==> src/rtl/tx_cordic_upconverter.sv <==
// Digital upconverter: a zero-order-held I/Q sample is rotated by an NCO phase
// through a pipelined CORDIC, and the real part is rounded and saturated for the DAC.
module tx_cordic_upconverter #(
    parameter int IN_WIDTH  = 16,
    parameter int OUT_WIDTH = 12,
    parameter int STG       = 16
) (
    input  logic                        clock,
    input  logic                        reset_n,
    input  logic signed [31:0]          frequency,
    input  logic                        tx_enable,
    input  logic                        in_valid,
    input  logic signed [IN_WIDTH-1:0]  in_I,
    input  logic signed [IN_WIDTH-1:0]  in_Q,
    output logic signed [OUT_WIDTH-1:0] out_data,
    output logic                        out_valid
);

    localparam int WR = IN_WIDTH + 2;
    localparam int WZ = STG + 2;
    localparam int S  = IN_WIDTH - OUT_WIDTH + 1;
    localparam int CW = $clog2(STG + 3);

    localparam logic signed [WR-1:0] RND  = WR'(1) << (S - 1);
    localparam logic signed [WR-1:0] OMAX = WR'((1 << (OUT_WIDTH - 1)) - 1);
    localparam logic signed [WR-1:0] OMIN = WR'(-(1 << (OUT_WIDTH - 1)));

    // atan(2^-i) in Z units (full circle = 2^(WZ+1)), evaluated at elaboration by power series
    function automatic logic signed [WZ-1:0] atan_const(input int i);
        real x, pw, sum, scale;
        x     = 1.0;
        sum   = 0.0;
        scale = 1.0;
        for (int k = 0; k < i; k++) x = x / 2.0;
        if (i == 0) begin
            sum = 3.14159265358979323846 / 4.0;
        end else begin
            pw = x;
            for (int k = 0; k < 40; k++) begin
                sum = ((k % 2) == 1) ? sum - pw / real'(2 * k + 1) : sum + pw / real'(2 * k + 1);
                pw  = pw * x * x;
            end
        end
        for (int k = 0; k < WZ + 1; k++) scale = scale * 2.0;
        return WZ'($rtoi(sum * scale / (2.0 * 3.14159265358979323846) + 0.5));
    endfunction

    logic        [31:0]         phase;
    logic signed [IN_WIDTH-1:0] hold_i, hold_q;
    logic        [1:0]          quad;
    logic signed [WR-1:0]       ext_i, ext_q, x_load, y_load;
    logic signed [WZ-1:0]       z_load;
    logic signed [WR-1:0]       xs [STG+1];
    logic signed [WR-1:0]       ys [STG+1];
    logic signed [WZ-1:0]       zs [STG+1];
    logic signed [WR-1:0]       rnd_x;
    logic        [CW-1:0]       fill_cnt;

    // Rounding the quadrant with phase[29] keeps the residual angle inside [-pi/4, pi/4)
    always_comb begin
        quad   = phase[31:30] + {1'b0, phase[29]};
        ext_i  = {{(WR-IN_WIDTH){hold_i[IN_WIDTH-1]}}, hold_i};
        ext_q  = {{(WR-IN_WIDTH){hold_q[IN_WIDTH-1]}}, hold_q};
        z_load = {phase[29], phase[29:31-WZ]};
        x_load = ext_i;
        y_load = ext_q;
        case (quad)
            2'd0: begin x_load = ext_i;  y_load = ext_q;  end
            2'd1: begin x_load = -ext_q; y_load = ext_i;  end
            2'd2: begin x_load = -ext_i; y_load = -ext_q; end
            default: begin x_load = ext_q; y_load = -ext_i; end
        endcase
    end

    always_ff @(posedge clock or negedge reset_n) begin
        if (!reset_n) begin
            phase  <= '0;
            hold_i <= '0;
            hold_q <= '0;
            xs[0]  <= '0;
            ys[0]  <= '0;
            zs[0]  <= '0;
        end else begin
            phase <= phase + frequency;
            if (!tx_enable) begin
                hold_i <= '0;
                hold_q <= '0;
            end else if (in_valid) begin
                hold_i <= in_I;
                hold_q <= in_Q;
            end
            xs[0] <= x_load;
            ys[0] <= y_load;
            zs[0] <= z_load;
        end
    end

    for (genvar i = 0; i < STG; i++) begin : g_iter
        localparam logic signed [WZ-1:0] ATAN = atan_const(i);
        always_ff @(posedge clock or negedge reset_n) begin
            if (!reset_n) begin
                xs[i+1] <= '0;
                ys[i+1] <= '0;
                zs[i+1] <= '0;
            end else if (!zs[i][WZ-1]) begin
                xs[i+1] <= xs[i] - (ys[i] >>> i);
                ys[i+1] <= ys[i] + (xs[i] >>> i);
                zs[i+1] <= zs[i] - ATAN;
            end else begin
                xs[i+1] <= xs[i] + (ys[i] >>> i);
                ys[i+1] <= ys[i] - (xs[i] >>> i);
                zs[i+1] <= zs[i] + ATAN;
            end
        end
    end

    always_comb rnd_x = (xs[STG] + RND) >>> S;

    // Fill counter runs from the first accepted sample until it reaches the output register
    always_ff @(posedge clock or negedge reset_n) begin
        if (!reset_n) begin
            out_data  <= '0;
            out_valid <= 1'b0;
            fill_cnt  <= '0;
        end else begin
            if (rnd_x > OMAX)      out_data <= OMAX[OUT_WIDTH-1:0];
            else if (rnd_x < OMIN) out_data <= OMIN[OUT_WIDTH-1:0];
            else                   out_data <= rnd_x[OUT_WIDTH-1:0];
            if (fill_cnt == '0) begin
                if (in_valid && tx_enable) fill_cnt <= CW'(1);
            end else if (fill_cnt != CW'(STG + 2)) begin
                fill_cnt <= fill_cnt + CW'(1);
            end
            if (fill_cnt == CW'(STG + 2)) out_valid <= 1'b1;
        end
    end

endmodule

==> config.mk <==
export PLATFORM = sky130hd
export DESIGN_NAME = tx_cordic_upconverter
export DESIGN_NICKNAME = d
export VERILOG_FILES = /design/src/rtl/tx_cordic_upconverter.sv
export SDC_FILE = /design/constraint.sdc
export NUM_CORES = 2
export LEC_CHECK = 0
export CAP_MARGIN = 15
export CORE_UTILIZATION = 60
export DETAILED_ROUTE_END_ITERATION = 8
export GPL_TIMING_DRIVEN = 0
export PLACE_DENSITY = 0.82
export SLEW_MARGIN = 40
export SYNTH_ARGS = -nofsm -noshare
export SYNTH_HDL_FRONTEND = slang
export SYNTH_SLANG_ARGS = --single-unit
==> constraint.sdc <==
create_clock -name clock -period 4.6 [get_ports clock]
set_clock_uncertainty 0.05 [all_clocks]
set_input_delay 0.69 -clock clock [delete_from_list [all_inputs] [get_ports clock]]
set_output_delay 0.69 -clock clock [all_outputs]
set_load 0.05 [all_outputs]
**After elaboration in Yosys (flattened, before gate mapping)**

Index checks and enable logic that the tools add are counted.

- Equality and inequality tests: 6
- Add/sub/neg operators: 97
- Mux-type cells: 57
- Magnitude comparators: 2
- Reduce and logical (&&, ||, !) cells: 5

Operators with widths:

| kind | number |
|---|---|
| 18-bit 2-to-1 mux | 46 |
| 18-bit one-hot mux with 3 select lines | 2 |
| 16-bit 2-to-1 mux | 4 |
| 18-bit by 10-bit adder with 18-bit output | 2 |
| 18-bit by 11-bit adder with 18-bit output | 2 |
| 18-bit by 12-bit adder with 18-bit output | 2 |
| 18-bit by 13-bit adder with 18-bit output | 2 |
| 18-bit by 14-bit adder with 18-bit output | 2 |
| 18-bit by 15-bit adder with 18-bit output | 2 |
| 18-bit by 16-bit adder with 18-bit output | 2 |
| 18-bit by 17-bit adder with 18-bit output | 2 |
| 18-bit by 4-bit adder with 18-bit output | 2 |
| 18-bit by 5-bit adder with 18-bit output | 2 |
| 18-bit by 6-bit adder with 18-bit output | 2 |
| 18-bit by 6-bit adder with 18-bit output, second input constant | 2 |
| 18-bit by 7-bit adder with 18-bit output | 2 |
| 18-bit by 8-bit adder with 18-bit output | 2 |
| 18-bit by 9-bit adder with 18-bit output | 2 |
| 16-bit negation with 18-bit output | 2 |
| 18-bit by 10-bit subtractor with 18-bit output | 2 |
| 18-bit by 11-bit subtractor with 18-bit output | 2 |
| 18-bit by 12-bit subtractor with 18-bit output | 2 |
| 18-bit by 13-bit subtractor with 18-bit output | 2 |
| 18-bit by 14-bit subtractor with 18-bit output | 2 |
| other kinds (59) | 73 |

- Bits in registers: 963
- Input bits: 68
- Output and inout port bits: 13
- Logic and storage cells: 222

**Logic depth before layout (Yosys ltp)**

- Depth after elaboration: 4
- Depth in mapped cells: 17
- Depth with buffers taken out: 17

**Worst setup path after synthesis**

No wires, ideal clock.

- Path type: reg-to-reg
- Start: register ys[271] (netlist bit)
- End: register xs[269] (netlist bit)
- Period minus slack after synthesis: 3572 ps
- Library setup time: 80 ps
- Setup slack: 1028 ps
- Stages on the path, launching flop included: 18
- Path buffers: 0
- Data required time: 4470 ps
- Data arrival time: 3442 ps
- Cells stage by stage: dfrtp_1 inv_1 ha_1 nand2b_1 or4_1 or2_2 nor2_1 nor2_1 xor2_1 ha_1 a21o_1 a21o_1 a31o_2 or3_1 a31oi_1 o31ai_1 a21oi_1 xnor2_1

- Longest elaborated chain between the ends: 2
- Elaborated cells between the ends (all ways): 3
- Those cells by class: 2 x add/sub; 1 x mux

RTL lines:

| what | line | source |
|---|---|---|
| from (decl) | 54 | `logic signed [WR-1:0] ys [STG+1];` |
| from (signal, indexed assignment) | 107 | `ys[i+1] <= ys[i] + (xs[i] >>> i);` |
| from (signal, indexed assignment) | 111 | `ys[i+1] <= ys[i] - (xs[i] >>> i);` |
| 18-bit by 17-bit subtractor with 18-bit output / 18-bit by 17-bit adder with 18-bit output (equally long branches) | 106, 110 |  |
| 18-bit 2-to-1 mux * | 105 | `end else if (!zs[i][WZ-1]) begin` |
| to (signal, indexed assignment) | 106 | `xs[i+1] <= xs[i] - (ys[i] >>> i);` |
| to (signal, indexed assignment) | 110 | `xs[i+1] <= xs[i] + (ys[i] >>> i);` |
| to (decl) | 53 | `logic signed [WR-1:0] xs [STG+1];` |

Mark *: on every way between the ends. The rest lies on a longest branch, timed or not.
A chain may end at the register's enable or synchronous reset.

**Worst setup path in the final report**

- Start: register zs[251] (netlist bit)
- End: register ys[232] (netlist bit)

- Longest elaborated chain between the ends: 1

RTL lines:

| what | line | source |
|---|---|---|
| from (decl) | 55 | `logic signed [WZ-1:0] zs [STG+1];` |
| from (signal, indexed assignment) | 108 | `zs[i+1] <= zs[i] - ATAN;` |
| from (signal, indexed assignment) | 112 | `zs[i+1] <= zs[i] + ATAN;` |
| 18-bit 2-to-1 mux | 105 |  |

No other way between the ends.

==> qor.yml <==
route:
  routedWlPerCell_um: 16.93
  vias: 50360
  firstDrtPassIters: 8
  wirelength_um: 144400
  drcViolationCount: 1
  drt-initial-drc-count: 3192
  vias_per_cell: 5.906
  antenna_left: 0
sta:
  setup-tns-final_ns: 0
  hold_viol: 0
  worst_pin_slew_ns: 0.7940
  grt_setup_unrepaired: "false"
  relSlewSlack_pct: 45.70
  maxSlewViolCount: 0
  fmax_ghz: 0.2313
  fin_hold_ws_ns: 0.2852
  period_share_pct: 93.98
  setup_viol: 0
  min_period_ns: 4.323
global_route:
  grt_pass1_wl_um: 241200
  antenna_found_initial: 0
  grt_usage_pct: 26.00
  grt_max_degree: 125
  grt-ovfl-total: 0
  grt_pass1_vias: 50290
logic_synthesis:
  synth_edf_count: 0
  yosysSeqAreaShare_pct: 35.35
  synth_flop_cell: "dfrtp_1"
  synthCells: 6846
  syn_area_um2: 65480
  synthTopCellsByArea: "dfrtp_1, ha_1, xnor2_1, a21oi_1, xor2_1"
  syn_area_per_cell_um2: 9.565
  synth_nets: 7808
  ys_async_sr_fraction_pct: 100.0
  synth-seq-cells: 925
  synth_top_area_share_pct: 35.35
  synth_cell_type_count: 92
  yosysTopAreaCell: "dfrtp_1"
  yosys_warnings: 0
clock_network:
  clock_latency_ns: 0.68
  clkTransAtPathRegs_ns: 0.06
  clk_path_buf_depth: 3
  clock_sinks: 925
  cts-root-buf: "clkbuf_16"
  h-tree-depth: 3
  cts_tree: "yes"
  cts_setup_buffers: 0
  cts-buffers-inserted: 102
final_layout:
  finalNonFillerCells: 8527
  final_common_cell: "dfrtp_1"
  num-nets-final: 8000
  insertedDiodeCount: 0
  multiInputGateArea_um2: 40400
  area_growth_pct: 9.730
  fillCellCount: 8246
  layout-drive-gt1-share_pct: 3.902
  final_cell_mix: "dfrtp_1, ha_1, a21oi_1"
  register_area_um2: 23150
hold_path:
  min_path_type: "flip-flop to flip-flop"
  worst_hold_path.num_cells: 0
  min_from: "zs[291]"
  min_to: "zs[273]"
critical_path:
  slowest_stage: "a2111oi_0"
  worstSetupPathType: "flip-flop to flip-flop"
  crit_arrival_ns: 4.86
  worst-path-max-fanout: 10
  critical_path.cell_chain: "clkbuf_1 > clkbuf_1 > mux2i_1 > fa_1 > a21oi_1 > o21ai_0 > a2111oi_0 > o41ai_1 > nand2_1 > o21ai_0 > a21oi_1 > xnor2_1"
  end_kind: "flip-flop"
  r2r_cells: 12
  crit_family: "compound AO/OA/AOI/OAI gates"
  reg2reg_from: "zs[251]"
  startpoint_type: "flip-flop"
  reg2reg_setup_slack_ns: 0.28
  cpPeakStageDelay_ns: 0.76
  timing.rr.end: "ys[232]"
  crit_buf_inv: 2
  required_ns: 5.14
run:
  maxCapViolCount: 0
floorplan:
  die-area_um2: 110500
  rows: 120
  coreArea_um2: 107700
  fp.dieH_um: 332.4
  start_util_pct: 60.82
  die_x_um: 332.4
  pin_count: 81
placement:
  hpwl_um: 111500
  place.gp.congestion: 0.9239
  dp.cells: 8336
  portBuffers: 79
outcome:
  violations: "DRC"
  outcome: "finished with violations"
how the worst max path moves through the flow:
stage                  from  slack, ns  depth (start not counted)          to
floorplan           ys[271]       1.03                         17     xs[269]
global placement    reset_n     -36.54                          1  hold_q[14]
detailed placement  zs[161]       0.11                         12     zs[141]
CTS                 zs[161]       0.09                         12     zs[141]
global route        zs[215]       0.09                         13     ys[196]
finish              zs[251]       0.28                         12     ys[232]
worst reg2reg max path, stage by stage (launching register included):
cell	delay (ns)
dfrtp_1	0.56
clkbuf_1	0.45
clkbuf_1	0.52
mux2i_1	0.24
fa_1	0.47
a21oi_1	0.23
o21ai_0	0.15
a2111oi_0	0.76
o41ai_1	0.26
nand2_1	0.14
o21ai_0	0.08
a21oi_1	0.18
xnor2_1	0.16
Yosys cell counts (22+ instances only):
master and instances:
dfrtp_1 925, ha_1 850, a21oi_1 729, xnor2_1 628
nor2_1 543, inv_1 411, o21ai_0 341, xor2_1 323
nand2_1 303, a21o_1 233, nor3_1 138, nor2b_1 105
o21bai_1 96, nand3_1 95, mux2i_1 93, o21a_1 92
clkbuf_1 91, a31oi_1 85, nand2b_1 85, a211oi_1 50
fa_1 44, o31ai_1 38, and3_1 32, nand4_1 32
nor4_1 32, o211ai_1 31, or3_1 25, mux2_2 24
a21boi_0 22, and2_1 22
metal layers:
layer	share of wire, %	GRT usage, %	vias to the layer above
met5	0	0	-
met4	3.4	9.397	0
met3	4.2	3.247	278
met2	50	46.44	1177
met1	42	32.12	24200
li1	-	-	24700
sequential cells by signal, summed over array words and instances (netlist names):
name       cells
hold_i        16
out_data      12
fill_cnt       5
zs           269
out_valid      1
phase         32
xs           301
ys           273
hold_q        16
metrics by stage:
| step | cell area [um2] | utilization [%] | setup WS [ns] |
|---|---|---|---|
| final | 71850 | 66.74 | 0.2769 |
| after global routing | 71850 | 66.74 | 0.09146 |
| after CTS | 71840 | 66.74 | 0.09293 |
| after detailed placement | 68280 | 63.43 | 0.1113 |
| after global placement | 68030 | 63.19 | -36.54 |
| after floorplan | 65480 | - | 1.028 |
logic make-up after synthesis:
kind of cell,share of synthesized area [%]
buffers and inverters,2.989
AO/OA/AOI/OAI,18.59
XOR/XNOR,12.72
flip-flops,35.35
multiplexers,1.903
adder cells (fa/ha/maj),17.59
AND/OR/NAND/NOR,10.86
final cells by class:
class | count | area share (%)
multi-input cells | 5401 | 56.22
inverters | 413 | 2.158
well taps | 1403 | 2.443
plain buffers | 107 | 0.5747
clock inverters | 41 | 0.7593
flip-flops and latches | 925 | 32.22
repair buffers | 88 | 1.445
clock buffers | 149 | 4.181
repair_timing:
| action | in CTS | in global routing |
|---|---|---|
| resized for setup | 0 | 1 |
| hold endpoints to repair | 71 | 0 |
| endpoints found under the setup margin | 0 | 3 |
| hold buffers | 1 | 0 |
Power is not shown: default switching activity piles up to over one toggle a cycle in this logic, so the estimate is an artifact.
